[src/rtl/uart_temp_sched.sv]
// uart_temp_sched: round-robin scheduler that shares one period-measurement engine and one
// UART frame transmitter between NUM_CH PWM temperature-sensor channels.
//
// Ports:
//   clk, reset         system clock, synchronous active-high reset
//   sched_en_i         scheduler enable
//   chan_en_i          per-channel enable mask (sampled only when a channel is chosen)
//   interval_i         idle clk cycles between measurements
//   meas_sel_o         engine input-mux select
//   meas_start_o       one-cycle measurement start pulse
//   meas_abort_o       one-cycle abort pulse on measurement timeout
//   meas_valid_i       engine count ready (one-cycle pulse)
//   meas_count_i       measured count, valid with meas_valid_i
//   tx_req_o           frame request, held until tx_ack_i
//   tx_ack_i           transmitter accepted the frame
//   tx_done_i          frame fully shifted out (one-cycle pulse)
//   tx_data_o          count to send
//   tx_chan_o          channel id to send
//   tx_err_o           frame carries the timeout marker
//   busy_o             a measurement/transmission is in progress
//
// Optional feature macro: UART_TEMP_SCHED_TIMEOUT_EN enables the measurement timeout
// (abort after TIMEOUT_CYCLES in MEASURE). Without it MEASURE waits indefinitely.
module uart_temp_sched #(
  parameter int unsigned NUM_CH         = 4,
  parameter int unsigned CNT_W          = 32,
  parameter int unsigned INTERVAL_W     = 24,
  parameter int unsigned TIMEOUT_CYCLES = 2_000_000
) (
  input  logic                      clk,
  input  logic                      reset,
  input  logic                      sched_en_i,
  input  logic [NUM_CH-1:0]         chan_en_i,
  input  logic [INTERVAL_W-1:0]     interval_i,
  output logic [$clog2(NUM_CH)-1:0] meas_sel_o,
  output logic                      meas_start_o,
  output logic                      meas_abort_o,
  input  logic                      meas_valid_i,
  input  logic [CNT_W-1:0]          meas_count_i,
  output logic                      tx_req_o,
  input  logic                      tx_ack_i,
  input  logic                      tx_done_i,
  output logic [CNT_W-1:0]          tx_data_o,
  output logic [$clog2(NUM_CH)-1:0] tx_chan_o,
  output logic                      tx_err_o,
  output logic                      busy_o
);

  localparam int unsigned SelW = $clog2(NUM_CH);

  typedef enum logic [2:0] {
    StIdle, StWaitTick, StSelect, StStart, StMeasure, StSend, StWaitDone
  } state_e;

  state_e                state_q, state_d;
  logic [INTERVAL_W-1:0] timer_q, timer_d;
  logic [SelW-1:0]       sel_q, sel_d;
  logic [SelW-1:0]       ptr_q, ptr_d;
  logic [CNT_W-1:0]      data_q, data_d;
  logic [SelW-1:0]       chan_q, chan_d;

`ifdef UART_TEMP_SCHED_TIMEOUT_EN
  localparam int unsigned TmoW = (TIMEOUT_CYCLES > 2) ? $clog2(TIMEOUT_CYCLES) : 1;
  logic [TmoW-1:0] tmo_q, tmo_d;
  logic            err_q, err_d;
  logic            abort;
`else
  logic unused_timeout;
  assign unused_timeout = ^32'(TIMEOUT_CYCLES);
`endif

  // Next enabled channel strictly after the last-served pointer, wrapping; if only the
  // pointer's own channel is enabled it is served again.
  logic [SelW-1:0] pick;
  logic [SelW:0]   cand;
  logic            found;
  always_comb begin
    pick  = ptr_q;
    found = 1'b0;
    cand  = '0;
    for (int unsigned i = 1; i <= NUM_CH; i++) begin
      cand = {1'b0, ptr_q} + (SelW+1)'(i);
      if (cand >= (SelW+1)'(NUM_CH)) cand = cand - (SelW+1)'(NUM_CH);
      if (!found && chan_en_i[cand[SelW-1:0]]) begin
        pick  = cand[SelW-1:0];
        found = 1'b1;
      end
    end
  end

  always_comb begin
    state_d      = state_q;
    timer_d      = timer_q;
    sel_d        = sel_q;
    ptr_d        = ptr_q;
    data_d       = data_q;
    chan_d       = chan_q;
    meas_start_o = 1'b0;
    tx_req_o     = 1'b0;
`ifdef UART_TEMP_SCHED_TIMEOUT_EN
    tmo_d        = tmo_q;
    err_d        = err_q;
    abort        = 1'b0;
`endif
    unique case (state_q)
      StIdle: begin
        if (sched_en_i) begin
          state_d = StWaitTick;
          timer_d = interval_i;
        end
      end
      StWaitTick: begin
        if (!sched_en_i) begin
          state_d = StIdle;
        end else if (timer_q != '0) begin
          timer_d = timer_q - INTERVAL_W'(1);
        end else if (|chan_en_i) begin
          state_d = StSelect;
        end
      end
      StSelect: begin
        sel_d   = pick;
        ptr_d   = pick;
        state_d = StStart;
      end
      StStart: begin
        meas_start_o = 1'b1;
`ifdef UART_TEMP_SCHED_TIMEOUT_EN
        tmo_d        = '0;
`endif
        state_d      = StMeasure;
      end
      StMeasure: begin
        // A count arriving on the timeout cycle takes priority over the abort.
        if (meas_valid_i) begin
          data_d  = meas_count_i;
          chan_d  = sel_q;
`ifdef UART_TEMP_SCHED_TIMEOUT_EN
          err_d   = 1'b0;
`endif
          state_d = StSend;
        end
`ifdef UART_TEMP_SCHED_TIMEOUT_EN
        else if (tmo_q == TmoW'(TIMEOUT_CYCLES - 1)) begin
          abort   = 1'b1;
          data_d  = '1;
          err_d   = 1'b1;
          chan_d  = sel_q;
          state_d = StSend;
        end else begin
          tmo_d = tmo_q + TmoW'(1);
        end
`endif
      end
      StSend: begin
        tx_req_o = 1'b1;
        if (tx_ack_i) begin
          if (tx_done_i) begin
            state_d = StWaitTick;
            timer_d = interval_i;
          end else begin
            state_d = StWaitDone;
          end
        end
      end
      StWaitDone: begin
        if (tx_done_i) begin
          state_d = StWaitTick;
          timer_d = interval_i;
        end
      end
      default: state_d = StIdle;
    endcase
  end

  always_ff @(posedge clk) begin
    if (reset) begin
      state_q <= StIdle;
      timer_q <= '0;
      sel_q   <= '0;
      ptr_q   <= SelW'(NUM_CH - 1);
      data_q  <= '0;
      chan_q  <= '0;
`ifdef UART_TEMP_SCHED_TIMEOUT_EN
      tmo_q   <= '0;
      err_q   <= 1'b0;
`endif
    end else begin
      state_q <= state_d;
      timer_q <= timer_d;
      sel_q   <= sel_d;
      ptr_q   <= ptr_d;
      data_q  <= data_d;
      chan_q  <= chan_d;
`ifdef UART_TEMP_SCHED_TIMEOUT_EN
      tmo_q   <= tmo_d;
      err_q   <= err_d;
`endif
    end
  end

  assign meas_sel_o = sel_q;
  assign tx_data_o  = data_q;
  assign tx_chan_o  = chan_q;
  assign busy_o     = (state_q != StIdle) && (state_q != StWaitTick);
`ifdef UART_TEMP_SCHED_TIMEOUT_EN
  assign meas_abort_o = abort;
  assign tx_err_o     = err_q;
`else
  assign meas_abort_o = 1'b0;
  assign tx_err_o     = 1'b0;
`endif

endmodule

[config.mk]
export PLATFORM = sky130hd
export DESIGN_NAME = uart_temp_sched
export DESIGN_NICKNAME = d
export VERILOG_FILES = /design/src/rtl/uart_temp_sched.sv
export SDC_FILE = /design/constraint.sdc
export NUM_CORES = 1
export LEC_CHECK = 0
export CAP_MARGIN = 20
export CORE_MARGIN = 3
export CORE_UTILIZATION = 45
export CTS_CLUSTER_SIZE = 10
export DETAILED_ROUTE_END_ITERATION = 10
export GPL_ROUTABILITY_DRIVEN = 0
export PLACE_DENSITY = 0.74
export SYNTH_ARGS = -nofsm -noshare
export SYNTH_HDL_FRONTEND = slang
export SYNTH_SLANG_ARGS = --single-unit
[constraint.sdc]
create_clock -name clk -period 2.35 [get_ports clk]
set_clock_uncertainty 0.2 [all_clocks]
set_input_delay 0.47 -clock clk [delete_from_list [all_inputs] [get_ports clk]]
set_output_delay 0.47 -clock clk [all_outputs]
set_load 0.01 [all_outputs]
# Yosys cells after proc, flatten, opt, wreduce, memory -nomap -nowiden
# Cells that the tools add are included.
# totals
input_bits	66
word_cells	89
output_inout_bits	41
register_bits	65
# op_classes
n_eq_ne	15
magnitude_cmp	8
addsub	9
mux	36
n_reduce_logical	15
# op_table
operator	n
$mux 24	5
$pmux 24 s4	1
$mux 3	8
$reduce_bool 24->1	1
$sub 24x1->24 const B	1
$pmux 3 s7	1
$mux 2	8
$ge 3x3->1 const B	4
$lt 2x3->1 const B	4
$ne 2x2->1 const B	6
$eq 3x3->1 const B	3
$mux 1	9
$bmux 1 s2	4
$sub 2x1->2 const B	4
$add 2x2->3 const B	2
$eq 3x2->1 const B	2
$ne 3x3->1 const B	2
$reduce_and 6->1	1
$reduce_and 5->1	1
$logic_and 1x1->1	4
$reduce_bool 4->1	1
$reduce_or 4->1	1
$add 2x1->3 const B	1
$add 2x3->3 const B	1
other kinds (6)	8

# Depth between registers and ports, before layout
# depth
ltp_word	15
depth_mapped	8
mapped_depth_nobuf	7

# Worst setup path after synthesis
# OpenSTA, ideal clock, no wires.
# synth_timing
path_kind	flip-flop to flip-flop
from	reg timer_q[0]
to	reg timer_q[18]
t_arrival_ns	1.861
t_required_ns	2.033
setup_slack_ns	0.171
setup_time_ns	0.117
path_stages_with_launch	9
period_less_slack_ns	2.179
cell_sequence	dfxtp_1 -> inv_1 -> ha_1 -> or3b_2 -> clkbuf_1 -> nor3_2 -> nand3_1 -> a22o_1 -> a32o_1
# synth_between
elab_chain_cells	4
# synth_lines
item	line	text
start, declared	56	logic [INTERVAL_W-1:0] timer_q, timer_d;
start signal, assigned	190	timer_q <= timer_d;
$sub 24x1->24	116	timer_d = timer_q - INTERVAL_W'(1);
$mux 24	115	end else if (timer_q != '0) begin
$mux 24	113	if (!sched_en_i) begin
$pmux 24 s4	105	unique case (state_q)
# Parallel ways exist; a longest one is shown, timed or not. The select of a mux whose other input is x is not followed.
# A chain may end at the register's enable or synchronous reset.

# Worst setup path in the final report
# layout_timing
from	reg state_q[1]
to	out busy_o
# layout_between
elab_chain_cells	2
# layout_lines
item	line	text
start, declared	55	state_e state_q, state_d;
start signal, assigned	178	state_q <= StIdle;
start signal, assigned	189	state_q <= state_d;
$ne 3x1->1 / $reduce_bool 3->1 (equally long branches)	205	assign busy_o = (state_q != StIdle) && (state_q != StWaitTick);
$logic_and 1x1->1 *	205	
end, declared	46	output logic busy_o
# Every way passes the cells marked *; elsewhere a longest branch is shown, timed or not.

==> summary.md <==
| Metric | Value |
|---|---|
| Status | `completed` |
| Worst Setup End Kind | `output port` |
| Number of distinct library cells after synthesis | `66` |
| Max-slew headroom | `0.5968` |
| First-pass GRT wire length | `17,310 um` |
| CP Data Arrival Time | `1.62 ns` |
| # port buffers | `104` |
| CTS H-Tree Depth | `3` |
| Post-route minimum period | `2.289 ns` |
| Layout area overhead | `46.08%` |
| Ys Warns | `0` |
| Post-synth ARST share | `0` |
| CP startpoint kind | `flop` |
| DP Wirelength | `between 7000 and 8000 um` |
| Multi-input logic area | `2004 um^2` |
| Reg2Reg Depth | `6` |
| Worst setup endpoint | `busy_o` |
| #FFs+latches synth | `65` |
| Pleak | `0.001855 uW` |
| Initial Util | `0.4717` |
| Hold WC Path Type | `reg2reg` |
| Vias in the first global route | `between 3,000 and 4,000` |
| Antenna-violating nets left | `0` |
| DIE HEIGHT | `roughly 94 um` |
| Area fraction of the dominant cell type after synthesis | `0.3724` |
| Pre-CTS WS | `-0.2925 ns` |
| RR Endpoint | `timer_q[21]` |
| GRT overflow | `0` |
| I/O pin count | `107` |
| VDD IR-drop max | `between 0.0004 and 0.0005 V` |
| Post-DR vias/cell | `5.654` |
| Synth top area cells | `dfxtp_1, nand2_1, a21oi_1, clkbuf_1, nor3_1` |
| CTS tree | `yes` |
| Die area | `8860 um^2` |
| Max frequency | `about 0.44 GHz` |
| Worst Setup Path Type | `reg2out` |
| Clock transition at the registers of the reported paths | `around 0.08 ns` |
| Yosys top cell by area | `dfxtp_1` |
| GRT Total Usage | `0.2419` |
| RSZ-0062 raised after global routing | `yes` |
| Number of max-cap violations | `0` |
| Final setup violation count | `0` |
| Routed len/inst | `between 15 and 20 um` |
| Detailed Route Iter0 Violations | `324` |
| Nets | `643` |
| Core box area | `7408 um^2` |
| Skew-Pair Late Insertion Delay | `0.34 ns` |
| Antenna violations before repair | `0` |
| Critical path data required time | `1.68 ns` |
| Tcrit/Tclk final | `0.9739` |
| Pwr dens | `772.7 nW/um^2` |
| Register area | `about 1300 um^2` |
| Largest fanout on the critical path | `8` |
| Die width | `between 90 and 100 um` |
| Reg2Reg Setup Slack | `0.08 ns` |
| Worst slew pin tran | `0.6011 ns` |
| Vias | `between 3,000 and 4,000` |
| Final WS setup | `0.06135 ns` |
| Primary FF master, synth | `dfxtp_1` |
| Share of cells above drive strength 1 | `0.1500` |
| Diodes inserted | `0` |
| Worst r2r src | `timer_q[14]` |
| Clk buf depth | `2` |
| Design Power | `3945 uW` |
| Number of fill cells | `634` |
| Largest net degree at the start of global routing | `43` |
| Total CTS buffers | `9` |
| Avg Inst Size Synth | `7.680 um^2` |
| # rows | `31` |
| Final Hold Fails | `0` |
| Launch point of the worst path | `state_q[1]` |
| WL final | `10,570 um` |
| Synthesized instance count | `455` |
| Clk sinks | `65` |
| Number of synthesized flops with an enable pin | `0` |
| Sequential area share after synthesis | `0.3724` |
| Detailed Routing Iterations Pass 1 | `5` |
| DRC viols | `0` |
| Synthesized area | `3495 um^2` |
| Fin. max-slew vios | `0` |
| Setup tns final | `0 ns` |
| CTS root buf | `clkbuf_8` |
[cells by family (layout without fill, tap and decap cells)]
family / Yosys count / after routing / share of synthesized area
muxes: 1 / 1 / 0.002864
buffers and inverters: 46 / 170 / 0.06230
adders and majority gates: 2 / 2 / 0.007160
DFF: 65 / 65 / 0.3724
AOI/OAI and AO/OA: 142 / 142 / 0.2660
and+or+nand+nor: 198 / 198 / 0.2882
other: 1 / 2 / 0.001073
[report_power, final]
| part | total (uW) | internal (uW) | switching [uW] |
|---|---|---|---|
| clock | 1200 | 737 | 461 |
| sequential | 1290 | 1190 | 98.7 |
| combinational | 1450 | 691 | 763 |
[cell usage after synthesis (4+ instances only)]
cell and count:
nor2b_1 4, a21oi_1 68, clkbuf_1 26, nand2b_1 5
a22oi_1 6, o31a_1 4, and3_1 4, nand3_1 12
nand4_1 4, inv_1 5, nor3_1 18, nor2_1 18
dfxtp_1 65, a31oi_1 5, nand2_1 92, o32ai_1 10
a32o_1 5, nor4_1 7, buf_4 4, buf_2 6
nor3b_1 4, o21ai_0 12
[worst min path at each step]
stage / startpoint / endpoint / cells past startpoint
after floorplan: timer_q[21] / timer_q[21] / 2
after global placement: tx_data_o[20] / tx_data_o[20] / 2
after detailed placement: tx_data_o[11] / tx_data_o[11] / 2
after CTS: tx_data_o[11] / tx_data_o[11] / 2
after global routing: tx_data_o[11] / tx_data_o[11] / 2
final: tx_data_o[11] / tx_data_o[11] / 2
[layout by cell type, fill, tap and decap left out, types with 5 or more instances in the layout]
cell type        synthesis  routed
o32ai_1                 10      10
o21ai_0                 12      11
nor3_1                  18      17
inv_1                    5       5
clkbuf_8                 0      10
buf_4                    4      41
a31oi_1                  5       5
dfxtp_1                 65      63
a22oi_1                  6       6
clkdlybuf4s50_1          0     101
a32o_1                   5       5
nor4_1                   7       7
a21oi_1                 68      68
nand2_1                 92      92
nand3_1                 12      12
nor2_1                  18      17
nand2b_1                 5       5
[repair_timing]
item / CTS / global route
buffers inserted: 0 / 1
cloned: 0 / 0
setup endpoints to repair: 2 / 18
gates resized for setup: 5 / 8
pin swaps: 0 / 1
hold buffers: 0 / 0
[per-stage QoR]
stage          std cells  cell area, um^2    util  hold WS [ns]
2_1_floorplan        456             3498       -        0.2386
3_3_place_gp         662             4816  0.6501        0.2413
3_5_place_dp         662             4816  0.6501        0.2453
4_1_cts              678             5074  0.6849        0.2554
5_1_grt              679             5105  0.6891        0.2700
6_report             679             5105  0.6891        0.2537
[cell type report]
type / count / share of cell area
multi-input cells: 345 / 0.3926
clock inverters: 6 / 0.02230
inverters: 6 / 0.004412
clock buffers: 10 / 0.02696
well taps: 99 / 0.02426
repair buffers: 148 / 0.2735
flip-flops and latches: 65 / 0.2559
[critical path: stages, from the launching register on]
cell and delay [ns]:
dfxtp_2 0.35, buf_4 0.16, or2_2 0.28, clkdlybuf4s50_1 0.48
[metal layers]
metal,vias to the layer above,share of wire,routed length (um),GRT usage
met1,1759,0.43,4499,0.3185
met4,0,0.014,153,0.05415
li1,1896,-,-,-
met2,168,0.48,5086,0.3986
met3,16,0.078,827,0.06010
met5,-,0,0,0
[sequential cells by signal (all words and copies together) (netlist names)]
signal	flops
tx_data_o	32
ptr_q	2
tx_chan_o	2
meas_sel_o	2
timer_q	24
state_q	3
Power figures use the tool's default switching activity.
